==> src/rtl/cache_ctrl.sv <==
// Direct-mapped read-only cache controller: zero-cycle hits, word-by-word
// line refill from memory, and a sweeping invalidate-all flush.
module cache_ctrl #(
    parameter int BLKIDX_BIT = 4,
    parameter int OFFSET_BIT = 2,
    parameter int TAG_BIT    = 32 - BLKIDX_BIT - OFFSET_BIT - 2
) (
    input  logic                             clk,
    input  logic                             rst,
    input  logic                             cpu_req,
    input  logic [31:0]                      cpu_addr,
    input  logic                             flush,
    output logic                             cpu_ready,
    output logic [31:0]                      cpu_rdata,
    output logic                             busy,
    output logic [BLKIDX_BIT-1:0]            blkidx,
    output logic                             valid_wen,
    output logic                             valid_wdata,
    input  logic                             valid_rdata,
    output logic                             tag_wen,
    output logic [TAG_BIT-1:0]               tag_wdata,
    input  logic [TAG_BIT-1:0]               tag_rdata,
    output logic [BLKIDX_BIT+OFFSET_BIT-1:0] data_idx,
    output logic                             data_wen,
    output logic [31:0]                      data_wdata,
    input  logic [31:0]                      data_rdata,
    output logic                             mem_req,
    output logic [31:0]                      mem_addr,
    input  logic                             mem_ack,
    input  logic [31:0]                      mem_rdata
);

    localparam int IDX_LSB = OFFSET_BIT + 2;
    localparam int TAG_LSB = BLKIDX_BIT + OFFSET_BIT + 2;

    typedef enum logic [1:0] {
        LOOKUP,
        REFILL,
        FLUSH
    } state_t;

    state_t                  r_state;
    state_t                  w_state_nxt;
    logic [TAG_BIT-1:0]      r_tag;
    logic [BLKIDX_BIT-1:0]   r_idx;
    logic [OFFSET_BIT-1:0]   r_cnt;
    logic [BLKIDX_BIT-1:0]   r_fcnt;
    logic                    r_pend;

    logic [TAG_BIT-1:0]      w_tag;
    logic [BLKIDX_BIT-1:0]   w_idx;
    logic [OFFSET_BIT-1:0]   w_off;
    logic                    w_hit;
    logic                    w_miss;
    logic                    w_unused;

    assign w_tag    = cpu_addr[31:TAG_LSB];
    assign w_idx    = cpu_addr[TAG_LSB-1:IDX_LSB];
    assign w_off    = cpu_addr[IDX_LSB-1:2];
    assign w_unused = ^cpu_addr[1:0];

    assign w_hit = cpu_req & valid_rdata & (tag_rdata == w_tag);

    // Refill datapath always reflects the latched line and word counter
    assign mem_addr   = {r_tag, r_idx, r_cnt, 2'b00};
    assign tag_wdata  = r_tag;
    assign data_wdata = mem_rdata;
    assign cpu_rdata  = data_rdata;

    // Next-state decode and per-state array/memory strobes
    always_comb begin
        w_state_nxt = r_state;
        w_miss      = 1'b0;
        cpu_ready   = 1'b0;
        busy        = 1'b0;
        blkidx      = w_idx;
        data_idx    = {w_idx, w_off};
        valid_wen   = 1'b0;
        valid_wdata = 1'b0;
        tag_wen     = 1'b0;
        data_wen    = 1'b0;
        mem_req     = 1'b0;
        unique case (r_state)
            LOOKUP: begin
                if (flush) begin
                    w_state_nxt = FLUSH;
                end else if (w_hit) begin
                    cpu_ready = 1'b1;
                end else if (cpu_req) begin
                    w_miss      = 1'b1;
                    w_state_nxt = REFILL;
                end
            end
            REFILL: begin
                busy     = 1'b1;
                mem_req  = 1'b1;
                blkidx   = r_idx;
                data_idx = {r_idx, r_cnt};
                if (mem_ack) begin
                    data_wen = 1'b1;
                    if (&r_cnt) begin
                        tag_wen     = 1'b1;
                        valid_wen   = 1'b1;
                        valid_wdata = 1'b1;
                        w_state_nxt = (r_pend | flush) ? FLUSH : LOOKUP;
                    end
                end
            end
            FLUSH: begin
                busy      = 1'b1;
                blkidx    = r_fcnt;
                valid_wen = 1'b1;
                if (&r_fcnt) begin
                    w_state_nxt = LOOKUP;
                end
            end
            default: begin
                w_state_nxt = LOOKUP;
            end
        endcase
        if (rst) begin
            w_state_nxt = LOOKUP;
            w_miss      = 1'b0;
            cpu_ready   = 1'b0;
            busy        = 1'b0;
            valid_wen   = 1'b0;
            tag_wen     = 1'b0;
            data_wen    = 1'b0;
            mem_req     = 1'b0;
        end
    end

    // State, latched miss address, word/flush counters and pending flush
    always_ff @(posedge clk) begin
        if (rst) begin
            r_state <= LOOKUP;
            r_tag   <= '0;
            r_idx   <= '0;
            r_cnt   <= '0;
            r_fcnt  <= '0;
            r_pend  <= 1'b0;
        end else begin
            r_state <= w_state_nxt;
            if (w_miss) begin
                r_tag <= w_tag;
                r_idx <= w_idx;
                r_cnt <= '0;
            end else if (r_state == REFILL && mem_ack) begin
                r_cnt <= r_cnt + 1'b1;
            end
            if (r_state != FLUSH && w_state_nxt == FLUSH) begin
                r_fcnt <= '0;
            end else if (r_state == FLUSH) begin
                r_fcnt <= r_fcnt + 1'b1;
            end
            if (r_state == REFILL) begin
                if (w_state_nxt != REFILL) begin
                    r_pend <= 1'b0;
                end else if (flush) begin
                    r_pend <= 1'b1;
                end
            end
        end
    end

endmodule

==> config.mk <==
export PLATFORM = sky130hd
export DESIGN_NAME = cache_ctrl
export DESIGN_NICKNAME = d
export VERILOG_FILES = /design/src/rtl/cache_ctrl.sv
export SDC_FILE = /design/constraint.sdc
export NUM_CORES = 1
export LEC_CHECK = 0
export BUFFER_PORTS_ARGS = -buffer_cell sky130_fd_sc_hd__buf_2
export CAP_MARGIN = 30
export CORE_AREA = 2 2 103 105
export DETAILED_ROUTE_END_ITERATION = 8
export DIE_AREA = 0 0 105 107
export PLACE_DENSITY = 0.66
export SLEW_MARGIN = 20
export SYNTH_ARGS = -nofsm -noshare
export SYNTH_HDL_FRONTEND = slang
export SYNTH_SLANG_ARGS = --single-unit
==> constraint.sdc <==
create_clock -name clk -period 4.6 [get_ports clk]
set_clock_uncertainty 0.05 [all_clocks]
set_input_delay 0.23 -clock clk [delete_from_list [all_inputs] [get_ports clk]]
set_output_delay 0.23 -clock clk [all_outputs]
set_load 0.1 [all_outputs]
### After elaboration in Yosys (flattened, before gate mapping)

Cells that the tools add are included.
Widths: inputs -> output; s select.

* bits in registers: 37
* output and inout port bits: 137
* word-level logic and storage cells: 62

* add/sub/neg operators: 2
* eq/ne operators: 6
* muxes and demuxes: 35
* bitwise gates (word level): 3
* reductions and logical operators: 10

Operator list (number)
* $eq 24x24->1: 1
* $mux 1: 23
* $mux 2: 8
* $pmux 4 s2: 1
* $mux 6: 1
* $pmux 2 s3: 1
* $reduce_or 2->1: 3
* $add 4x1->4 const B: 1
* $eq 2x2->1 const B: 2
* $reduce_and 2->1: 2
* $reduce_and 4->1: 1
* $add 2x1->2 const B: 1
* $and 1x1->1: 2
* $eq 2x1->1 const B: 1
* $logic_and 1x1->1: 2
* $logic_not 2->1: 1
* $ne 2x1->1 const B: 1
* $ne 2x2->1 const B: 1
* $pmux 1 s2: 1
* $reduce_bool 2->1: 1
* $or 1x1->1: 1

### Longest topological paths before layout

Gate-level depths: netlist of run 1.

* word-level depth: 9
* gate-level depth with buffers: 8
* depth with buffers taken out: 7

### Worst setup path after synthesis of run 1

No wires, ideal clock.

* kind: input to output
* start: in cpu_addr[24]
* end: out cpu_ready
* arrival time: 3284 ps
* slack: 1036 ps
* stages on the path: 5
* path buffers: 0
* cell sequence: xor2_1 > nor4_1 > and3_1 > nand2_1 > nor3b_1

* cells in the longest elaborated chain, start to end: 6

Ends and longest elaborated chain
* from (decl): RTL line 11 `input logic [31:0] cpu_addr,`
* $eq 24x24->1: RTL line 62 `assign w_hit = cpu_req & valid_rdata & (tag_rdata == w_tag);`
* $and 1x1->1: RTL line 62
* $mux 1: RTL line 87 `end else if (w_hit) begin`
* $mux 1: RTL line 85 `if (flush) begin`
* $mux 1: RTL line 83 `unique case (r_state)`
* $mux 1: RTL line 121 `if (rst) begin`
* to (decl): RTL line 13 `output logic cpu_ready,`

No other way between the ends.

### Worst setup path in the final report of run 1

* start: reg r_state[0]
* end: reg r_fcnt[1]

* cells in the longest elaborated chain, start to end: 8

Ends and longest elaborated chain
* from (decl): RTL line 42 `state_t r_state;`
* from (signal assigned): RTL line 143 `r_state <= w_state_nxt;`
* $mux 2: RTL line 89 `end else if (cpu_req) begin`
* $mux 2: RTL line 87
* $mux 2: RTL line 85
* $pmux 2 s3: RTL line 83
* $mux 2: RTL line 121
* $eq 2x2->1: RTL line 151 `if (r_state != FLUSH && w_state_nxt == FLUSH) begin`
* $logic_and 1x1->1: RTL line 151
* $reduce_or 2->1 (no line)
* to (signal assigned): RTL line 154 `r_fcnt <= r_fcnt + 1'b1;`
* to (decl): RTL line 47 `logic [BLKIDX_BIT-1:0] r_fcnt;`

Several ways; a longest one is shown, not always the timed one.
A chain may end at the register's enable or synchronous reset.

==> summary.txt, run 1 <==
Timing
  • Worst-margin pin slew: 0.8634 ns
  • Min Tclk post-route: roughly 2.7 ns
  • Final Cycle Share: between 50% and 60%
  • Rel. slew slack: a little over two fifths
  • Hold Violations, Final: 0
  • Finish-stage setup viols: 0
  • Final hold slack: approximately 0.15 ns
  • Post-route setup TNS: 0 ns
  • Final worst setup slack: roughly 1.9 ns
  • F_max: roughly 0.37 GHz
  • RSZ-0062 raised after global routing: no
  • Max-slew violation count: 0

Min path
  • HP Class: primary input to register

Route
  • Routed length per instance: 13.87 um
  • 1st-pass router iterations: 6
  • Number of vias per cell: between 4 and 5
  • ANT nets after route: 0
  • DR DRC count: 0
  • Via count: between 2000 and 2500
  • 1st-iter DRT viols: between 60 and 70
  • Total Wirelength: 7.059 mm

Clock network
  • CTS max path bufs: 2
  • Clock latency on the worst-skew pair: 0.29 ns
  • CTS Buf Count: 5
  • Post-cts resize count: 0
  • Root buffer cell: clkbuf_8
  • Post-CTS Hold Fix Bufs: 0
  • H-tree level count: 2
  • CTS tree: done
  • Worst-path clk slew: 0.08 ns
  • Clock tree sinks: 37
  • Post-CTS Setup Bufs: 0

Finish
  • Nets@finish: between 500 and 600
  • Antenna Cells: 0
  • Count of filler cells inserted in the layout: approximately 1100
  • Non-filler cells, final: around 500
  • Fraction of layout cells with a size suffix above 1: 39.41%
  • Synth-to-layout area growth: 7.194%

Global routing
  • First-pass GRT wire length: 10.85 mm
  • Total grt overflow: 0
  • Vias in the first global route: roughly 2100
  • Gr usage total: about 12%
  • Initial antenna violation count: 0
  • Largest net degree at the start of global routing: 37

Worst setup path
  • Startpoint Class: register
  • Worst path cell trace: ha_1, a21boi_1, a211o_1, a21oi_1, nor4b_1, a211oi_1
  • Worst Setup End Kind: register
  • WP data required: between 4 and 5 ns
  • WP data arrival: ~2.8 ns
  • Setup CP Type: register to register
  • Crit-path leading delay family: compound AO/OA/AOI/OAI gates
  • Worst-path maximum fanout: 16
  • CP max-delay cell: nor4b_1
  • Slowest Stage Delay on Critical Path: 0.66 ns
  • Worst Path Buf+Inv: 0

Yosys
  • Synthesized instance count: 336
  • Syn Std Cell Area: a little under 3000 um2
  • Yosys top cell by area: dfxtp_1
  • FFs w/ async S/R, synth: 0%
  • Number of flops mapped to enable cells by yosys: 0
  • Largest family of logic cells by synthesized area: buffers and inverters
  • FF+latch count, synth: 37
  • Synth Area per Inst: approximately 8.7 um2
  • Post-Synth Adder-Cell Area: under 10%
  • Synth Area in Compound Gates: under 10%
  • Post-synthesis mux area share: between 10% and 20%
  • Synth warn: 0
  • Post-synthesis xor/xnor area fraction: between 8 and 9%
  • Post-Synth Simple-Gate Area: 19.50%
  • Synth top area share: 25.20%
  • Register area share after synthesis: about a quarter
  • Distinct cells, synth: 41
  • Synth Flop Type: dfxtp_1
  • Largest cells by area after synthesis: dfxtp_1, buf_4, nand2b_1, mux2i_1, xnor2_1

Placed design
  • Placed insts: about 500
  • GPL Wtd Cong: 0.6879
  • Hpwl dp: approximately 5.6 mm
  • Port Buf Inserts: 130
  • Placement Setup Slack: a little under 2 ns

Die
  • Die ar.: about 11000 um2
  • Core area: between 10000 and 15000 um2
  • Num ports: 263
  • # rows: 37
  • Die height: between 100 and 150 um
  • Initial Util: between 20 and 30%
  • Die span in x: ~110 um

Pwr
  • Pwr/cell area: approximately 370 nW/um2
  • Tot Pwr: between 1 and 1.5 mW
  • LEAKAGE: between 1 and 1.5 nW
  • Max IR drop VDD: 0.0001074 V

Run
  • Max-cap violation count: 0

Run status
  • Outcome: finished, final reports clean
-- Yosys cell counts, types with 2 or more instances --
cell	n
buf_6	3
mux2i_1	30
a211oi_1	4
mux2_2	6
and2_1	2
dfxtp_1	37
a22oi_1	4
nand3_1	3
xor2_1	14
and3_1	2
nand2b_1	56
nor4_1	4
clkbuf_1	10
xnor2_1	14
a21oi_1	7
buf_4	90
nand4_1	5
nor2_1	8
nor3_1	4
inv_1	2
ha_1	6
nor2b_1	3
nand2_1	4
-- worst paths after layout --
| path | to | from | cells past startpoint | slack (ns) |
|---|---|---|---|---|
| max | r_fcnt[1] | r_state[0] | 6 | 1.90 |
| min | r_state[1] | cpu_req | 2 | 0.15 |
| max reg2reg | r_fcnt[1] | r_state[0] | 6 | 1.90 |
| min reg2reg | tag_wdata[18] | tag_wdata[18] | 2 | 0.44 |
-- state kept, by name (all words and copies together), names as in the netlist --
signal	cells
r_cnt	2
r_fcnt	4
r_idx	4
r_pend	1
r_state	2
tag_wdata	24
-- metrics by stage --
step,utilization [%],area [um2]
6_report,31.22,3151
5_1_grt,31.22,3151
4_1_cts,31.22,3151
3_5_place_dp,30.06,3034
3_3_place_gp,30.06,3034
2_1_floorplan,-,2943
-- cells by family (layout without fill, tap and decap cells) --
kind of cell | Yosys count | count (layout)
AND/OR/NAND/NOR | 97 | 97
multiplexers | 36 | 36
buffers and inverters | 106 | 142
XOR/XNOR | 28 | 28
flip-flops | 37 | 37
AO/OA/AOI/OAI | 25 | 25
other | 1 | 2
adder cells (fa/ha/maj) | 6 | 6
-- cell usage in the layout (no fill, tap or decap), types with 2 or more instances in the layout --
master	count
nor2b_1	3
conb_1	2
nand2b_1	56
ha_1	6
dfxtp_1	37
xnor2_1	14
mux2i_1	30
nand4_1	5
xor2_1	14
buf_4	2
nand2_1	4
clkbuf_8	6
inv_1	2
a211oi_1	4
and3_1	2
nor2_1	8
nand3_1	3
nor3_1	4
a22oi_1	4
nor4_1	4
and2_1	2
a21oi_1	7
mux2_2	6
buf_2	130
-- cell type report --
cell class | count | area (um2) | area share (%)
clock buffer | 7 | 86.33 | 2.740
clock inverter | 1 | 30.03 | 0.9531
inverter | 2 | 7.507 | 0.2383
multi-input combinational | 194 | 1450 | 46.03
sequential | 37 | 740.7 | 23.51
tap | 136 | 170.2 | 5.401
timing repair buffer | 132 | 665.6 | 21.13
-- routing by layer --
metal	wire, um	vias up	GRT usage, %
met3	567	19	3.222
met1	3070	1005	14.64
met4	114	0	4.857
met2	3307	118	21.15
li1	-	1088	-
met5	0	-	0
-- power by group --
group | switching [mW] | leakage (nW) | total [mW] | internal (mW)
clock | 0.122 | 0.0585 | 0.299 | 0.177
combinational | 0.395 | 1.11 | 0.499 | 0.104
sequential | 0.0148 | 0.301 | 0.353 | 0.338
total | 0.532 | 1.46 | 1.15 | 0.619
No activity file was read; power rests on OpenSTA's default activity.
==> inputs of run 2 (changes only) <==
--- a/config.mk
+++ b/config.mk
@@ -7,10 +7,10 @@
 export LEC_CHECK = 0
 export BUFFER_PORTS_ARGS = -buffer_cell sky130_fd_sc_hd__buf_2
 export CAP_MARGIN = 30
-export CORE_AREA = 2 2 103 105
+export CORE_AREA = 2 2 102 104
 export DETAILED_ROUTE_END_ITERATION = 8
-export DIE_AREA = 0 0 105 107
-export PLACE_DENSITY = 0.66
+export DIE_AREA = 0 0 104 106
+export PLACE_DENSITY = 0.67
 export SLEW_MARGIN = 20
 export SYNTH_ARGS = -nofsm -noshare
 export SYNTH_HDL_FRONTEND = slang
==> constraint.sdc (replaced) <==
create_clock -name clk -period 2.83 [get_ports clk]
set_clock_uncertainty 0.05 [all_clocks]
set_input_delay 0.1415 -clock clk [delete_from_list [all_inputs] [get_ports clk]]
set_output_delay 0.1415 -clock clk [all_outputs]
set_load 0.1 [all_outputs]
==> run 2 against run 1 <==
  * Total power is 54% higher
  * Sequential cell count unchanged
  * Routed wire length up 0.24%
  * Hold slack worse by 0.071 ns
  * Final cell count rose by 0.39%
  * Register-to-register slack worse by 1.3 ns
  * Global-route usage about the same
  * Via count fell by 0.58%
  * Utilization up 0.60 points
  * Highest routed layer unchanged
==> summary.txt, run 2 (same netlist as run 1, synthesis figures left out) <==
Run status
  • Outcome: finished, final reports clean

Placed design
  • Placement Setup Slack: between 0.4 and 0.5 ns
  • Hpwl dp: roughly 5.6 mm
  • Port Buf Inserts: 130
  • GPL Wtd Cong: just under 0.7

Min path
  • HP Class: primary input to register
  • Hold Path Depth: 2
  • Hold endpoint: r_state[1]
  • Worst hold start: cpu_req

Timing
  • Final Cycle Share: roughly four fifths
  • Max-slew violation count: 0
  • Final hold slack: around 0.075 ns
  • Min Tclk post-route: about 2.3 ns
  • Finish-stage setup viols: 0
  • Worst-margin pin slew: about 0.67 ns
  • RSZ-0062 raised after global routing: no
  • Final worst setup slack: approximately 0.51 ns
  • Rel. slew slack: 54.88%
  • F_max: roughly 0.43 GHz
  • Hold Violations, Final: 0
  • Post-route setup TNS: 0 ns

Finish
  • Antenna Cells: 0
  • Nets@finish: slightly above 500
  • Fraction of layout cells with a size suffix above 1: 41.33%
  • Commonest non-fill, non-tap cells in the layout: buf_2, nand2b_1, dfxtp_1, mux2i_1
  • Max reg flops: 24
  • Util after Layout: between 30% and 40%
  • Synth-to-layout area growth: 8.259%
  • Most common cell after layout, fill and taps aside: buf_2

Worst setup path
  • CP max-delay cell: nor4_1
  • Worst-path maximum fanout: 2
  • Startpoint Class: primary input
  • Reg2Reg Setup Slack: roughly 0.62 ns
  • Crit-path leading delay family: simple AND/OR/NAND/NOR gates
  • Slowest Stage Delay on Critical Path: approximately 0.57 ns
  • Reg2Reg Capture Point: r_fcnt[3]
  • Worst path cell trace: buf_2, xnor2_1, nand4_1, nor4_1, nand2_1, nor3b_2, buf_2
  • Reg-to-reg startpoint: r_state[0]
  • WP data required: between 2 and 3 ns
  • WP data arrival: ~2.1 ns
  • Worst Setup End Kind: output pin
  • Setup CP Type: primary input to output pin
  • Worst Path Buf+Inv: 2
  • FF-to-FF path depth: 6
  • Most used cell, CP: buf_2

Clock network
  • Post-cts resize count: 0
  • H-tree level count: 2
  • CTS Buf Count: 5
  • CTS max path bufs: 2
  • Clock tree sinks: 37
  • Post-CTS Setup Bufs: 0
  • Clock latency on the worst-skew pair: 0.28 ns
  • Root buffer cell: clkbuf_8
  • Worst-path clk slew: ~0.07 ns
  • Post-CTS Hold Fix Bufs: 0
  • CTS tree: done

Die
  • Core area: between 9000 and 10000 um2
  • Die ar.: 11020 um2
  • Num ports: roughly 260
  • Die height: around 110 um
  • Initial Util: between 20% and 30%
  • # rows: 37
  • Die span in x: 104 um

Route
  • Number of vias per cell: 4.339
  • Routed length per instance: 13.85 um
  • Via count: 2217
  • DR DRC count: 0
  • ANT nets after route: 0
  • 1st-pass router iterations: 4
  • 1st-iter DRT viols: 54
  • Total Wirelength: slightly above 7 mm

Pwr
  • Seq pwr share: 32.4%
  • Tot Pwr: around 1.8 mW
  • Max IR drop VDD: around 0.0002 V
  • LEAKAGE: between 1 and 1.5 nW
  • Pwr/cell area: ~560 nW/um2
  • Net Sw Frac: 48.05%
  • Switching power: approximately 0.85 mW
  • Clock network fraction of design power: a little over a fifth
  • Logic gate share of total power: between 40 and 50%
  • P_int: ~0.92 mW

Run
  • Max-cap violation count: 0

Global routing
  • Vias in the first global route: just over 2000
  • Largest net degree at the start of global routing: 71
  • First-pass GRT wire length: approximately 11 mm
  • Initial antenna violation count: 0
  • Total grt overflow: 0
  • Gr usage total: between 10% and 20%
-- run 2: cell count changes in the layout (fill, tap and decap cells not counted), sizes merged --
cell / delta
buf: +3
bufinv: -1
-- run 2: area by class of cell --
class | instances | area (um2)
fill | 1073 | 6818
multi-input combinational | 194 | 1461
sequential | 37 | 743.2
timing repair buffer | 135 | 713.2
tap | 136 | 170.2
clock buffer | 7 | 86.33
inverter | 2 | 7.507
-- run 2: worst reg2reg max path, stage by stage, from the launching register on --
cell	delay, ns
dfxtp_1	0.37
inv_1	0.15
ha_1	0.47
a211o_1	0.19
a21oi_1	0.09
nor4b_1	0.58
a211oi_1	0.16
-- run 2: how the worst max path moves through the flow --
stage | startpoint | endpoint | slack, ns | cells after the start
finish | cpu_addr[30] | cpu_ready | 0.51 | 7
CTS | cpu_addr[30] | cpu_ready | 0.47 | 7
global placement | cpu_addr[18] | cpu_ready | 0.48 | 8
detailed placement | cpu_addr[30] | cpu_ready | 0.46 | 7
floorplan | r_state[0] | valid_wen | -0.08 | 5
global route | r_state[0] | r_fcnt[1] | 0.34 | 6
-- run 2: per-stage QoR --
| stage | instance area [um2] | instances |
|---|---|---|
| finish | 3182 | 511 |
| global route | 3182 | 511 |
| CTS | 3162 | 510 |
| detailed placement | 3075 | 503 |
| global placement | 3075 | 503 |
| floorplan | 2957 | 337 |
-- run 2: power by group through the flow --
| stage | logic (mW) | clock network, mW | registers (mW) |
|---|---|---|---|
| after floorplan | 0.950 | 0 | 0.750 |
| after global placement | 0.817 | 0 | 0.584 |
| after detailed placement | 0.822 | 0 | 0.585 |
| after CTS | 0.823 | 0.409 | 0.574 |
| after global routing | 0.855 | 0.432 | 0.578 |
| final | 0.819 | 0.378 | 0.574 |
-- run 2: metal layers --
layer  share of wire (%)  routed length, um  up-vias  GRT usage (%)
met5                   0                  0        -              0
met4                 2.3                164        0          5.695
met3                 7.4                526       28          3.740
met2                  47               3357      117          20.35
met1                  43               3029      980          14.59
li1                    -                  -     1092              -
==> inputs of run 3 (changes only) <==
==> constraint.sdc (replaced) <==
create_clock -name clk -period 2.2 [get_ports clk]
set_clock_uncertainty 0.05 [all_clocks]
set_input_delay 0.11 -clock clk [delete_from_list [all_inputs] [get_ports clk]]
set_output_delay 0.11 -clock clk [all_outputs]
set_load 0.1 [all_outputs]
==> run 3 against run 2 <==
  * First-iteration DRC count is the same
  * Largest cell class unchanged
  * Clock power increased by 67%
  * Critical path depth decreased by 3
  * Utilization increased by 2.5 points
  * Highest routed layer unchanged
  * Largest power group unchanged
  * Via count grew 4.6%
  * Hold slack lost 0.039 ns
  * Critical endpoint is now busy
==> summary.txt, run 3 (same netlist as run 1, synthesis figures left out) <==
Global routing
  • Met3 Use GR: between 4 and 5%
  • Initial antenna violation count: 0
  • Largest net degree at the start of global routing: 35
  • Gr usage total: 12.95%
  • First-pass GRT wire length: approximately 12 mm
  • Global route hottest layer: met2
  • Met2 usage: between 20% and 30%
  • Total grt overflow: 0
  • Met1 usage: roughly 15%
  • Vias in the first global route: about 2300

Worst setup path
  • Slowest Stage Delay on Critical Path: around 0.44 ns
  • Startpoint Class: register
  • Setup CP Type: register to output pin
  • Worst path cell trace: inv_1, ha_1, nor2b_4, buf_2
  • Worst-path maximum fanout: 6
  • WP data required: ~2.0 ns
  • FF-to-FF path depth: 7
  • Reg-to-reg startpoint: r_state[0]
  • Crit path launch: r_state[0]
  • WP data arrival: 1.88 ns
  • Reg2Reg Setup Slack: ~0.25 ns
  • Worst Setup End Kind: output pin
  • CP max-delay cell: dfxtp_1
  • Reg2Reg Capture Point: tag_wdata[14]

Route
  • Total Wirelength: between 7 and 8 mm
  • Routed length per instance: ~14 um
  • DR DRC count: 0
  • 1st-iter DRT viols: 54
  • Number of vias per cell: approximately 4.5
  • 1st-pass router iterations: 4
  • ANT nets after route: 0
  • Via count: 2318

Pwr
  • LEAKAGE: between 1.5 and 2 nW
  • Pwr/cell area: approximately 730 nW/um2
  • Max IR drop VDD: between 0.0002 and 0.0003 V

Timing
  • Final worst setup slack: 0.1613 ns
  • F_max: just under 0.5 GHz
  • Final Cycle Share: about 93%
  • Min Tclk post-route: 2.039 ns
  • Hold Violations, Final: 0
  • RSZ-0062 raised after global routing: no
  • Rel. slew slack: approximately 61%
  • Finish-stage setup viols: 0
  • Worst-margin pin slew: about 0.58 ns
  • Final hold slack: 0.03525 ns
  • Post-route setup TNS: 0 ns
  • Max-slew violation count: 0

Finish
  • Max reg flops: 24
  • Commonest non-fill, non-tap cells in the layout: buf_2, nand2b_1, dfxtp_1, mux2i_1
  • Synth-to-layout area growth: 16.73%
  • Most common cell after layout, fill and taps aside: buf_2
  • Antenna Cells: 0
  • Non-filler cells, final: between 500 and 600
  • Seq. cell area: about 750 um2
  • Nets@finish: 513
  • Multi-input gate area: approximately 1500 um2
  • Fraction of layout cells with a size suffix above 1: about 45%
  • Count of filler cells inserted in the layout: roughly 1100

Placed design
  • GPL Wtd Cong: ~0.8
  • Hpwl dp: 5.589 mm
  • Placed insts: 510
  • Placement Setup Slack: 0.08868 ns
  • Port Buf Inserts: 130

Run status
  • Outcome: finished, final reports clean

Die
  • # rows: 37
  • Die height: around 110 um
  • Die span in x: 104 um
  • Die ar.: between 10000 and 15000 um2
  • Num ports: roughly 260
  • Core area: roughly 10000 um2
  • Initial Util: between 20 and 30%

Min path
  • Hold Path Depth: 2
  • Hold endpoint: r_state[1]
  • HP Class: primary input to register
  • Worst hold start: cpu_req

Clock network
  • Post-CTS Setup Bufs: 0
  • CTS Buf Count: 5
  • Root buffer cell: clkbuf_8
  • H-tree level count: 2
  • Clock tree sinks: 37
  • CTS max path bufs: 2
  • Clock latency on the worst-skew pair: ~0.29 ns
  • Worst-path clk slew: 0.08 ns
  • CTS tree: done

Run
  • Max-cap violation count: 0
## run 3: area by class of cell
class / instances / share of cell area, %
Timing Repair Buffer: 141 / 25.67
Clock inverter: 1 / 0.8753
Sequential cell: 37 / 21.81
Tap cell: 136 / 4.960
Inverter: 2 / 0.2188
Multi-Input combinational cell: 194 / 43.95
Clock buffer: 7 / 2.516
## run 3: stage by stage
| stage | total power, mW | area [um2] | util, % |
|---|---|---|---|
| final | 2.504 | 3431 | 34.31 |
| after CTS | 2.545 | 3425 | 34.25 |
| after detailed placement | 1.893 | 3308 | 33.08 |
| after global placement | 1.884 | 3308 | 33.08 |
| after global routing | 2.622 | 3431 | 34.31 |
| after floorplan | 2.197 | 3002 | - |
## run 3: critical path: cells and delay by family (launching register included)
kind          cells  cell delay [ns]
buf+inv           2             0.56
flops             1             0.44
fa+ha+maj         1             0.41
simple gates      1             0.18
## run 3: worst max path at each step
stage               depth (start not counted)   endpoint
floorplan                                   5  valid_wen
global placement                            8  cpu_ready
detailed placement                          6  r_fcnt[1]
CTS                                         6  r_fcnt[1]
global route                                4       busy
finish                                      4       busy
## run 3: where the power goes
part	internal (mW)	leakage (nW)	switching (mW)
Clock	0.370	0.0585	0.262
Combinational	0.291	1.20	0.844
Sequential	0.704	0.303	0.0324
Total	1.37	1.57	1.14
## run 3: layer usage
metal,vias to the layer above,wire [um]
met5,-,0
met4,0,155
met3,22,533
met2,116,3391
met1,1071,3069
li1,1109,-
## run 3: timing repair
| action | CTS | global route |
|---|---|---|
| gates resized for setup | 0 | 1 |
| endpoints found under the hold margin | 0 | 0 |
| hold buffers | 0 | 0 |
| endpoints found under the setup margin | 0 | 4 |
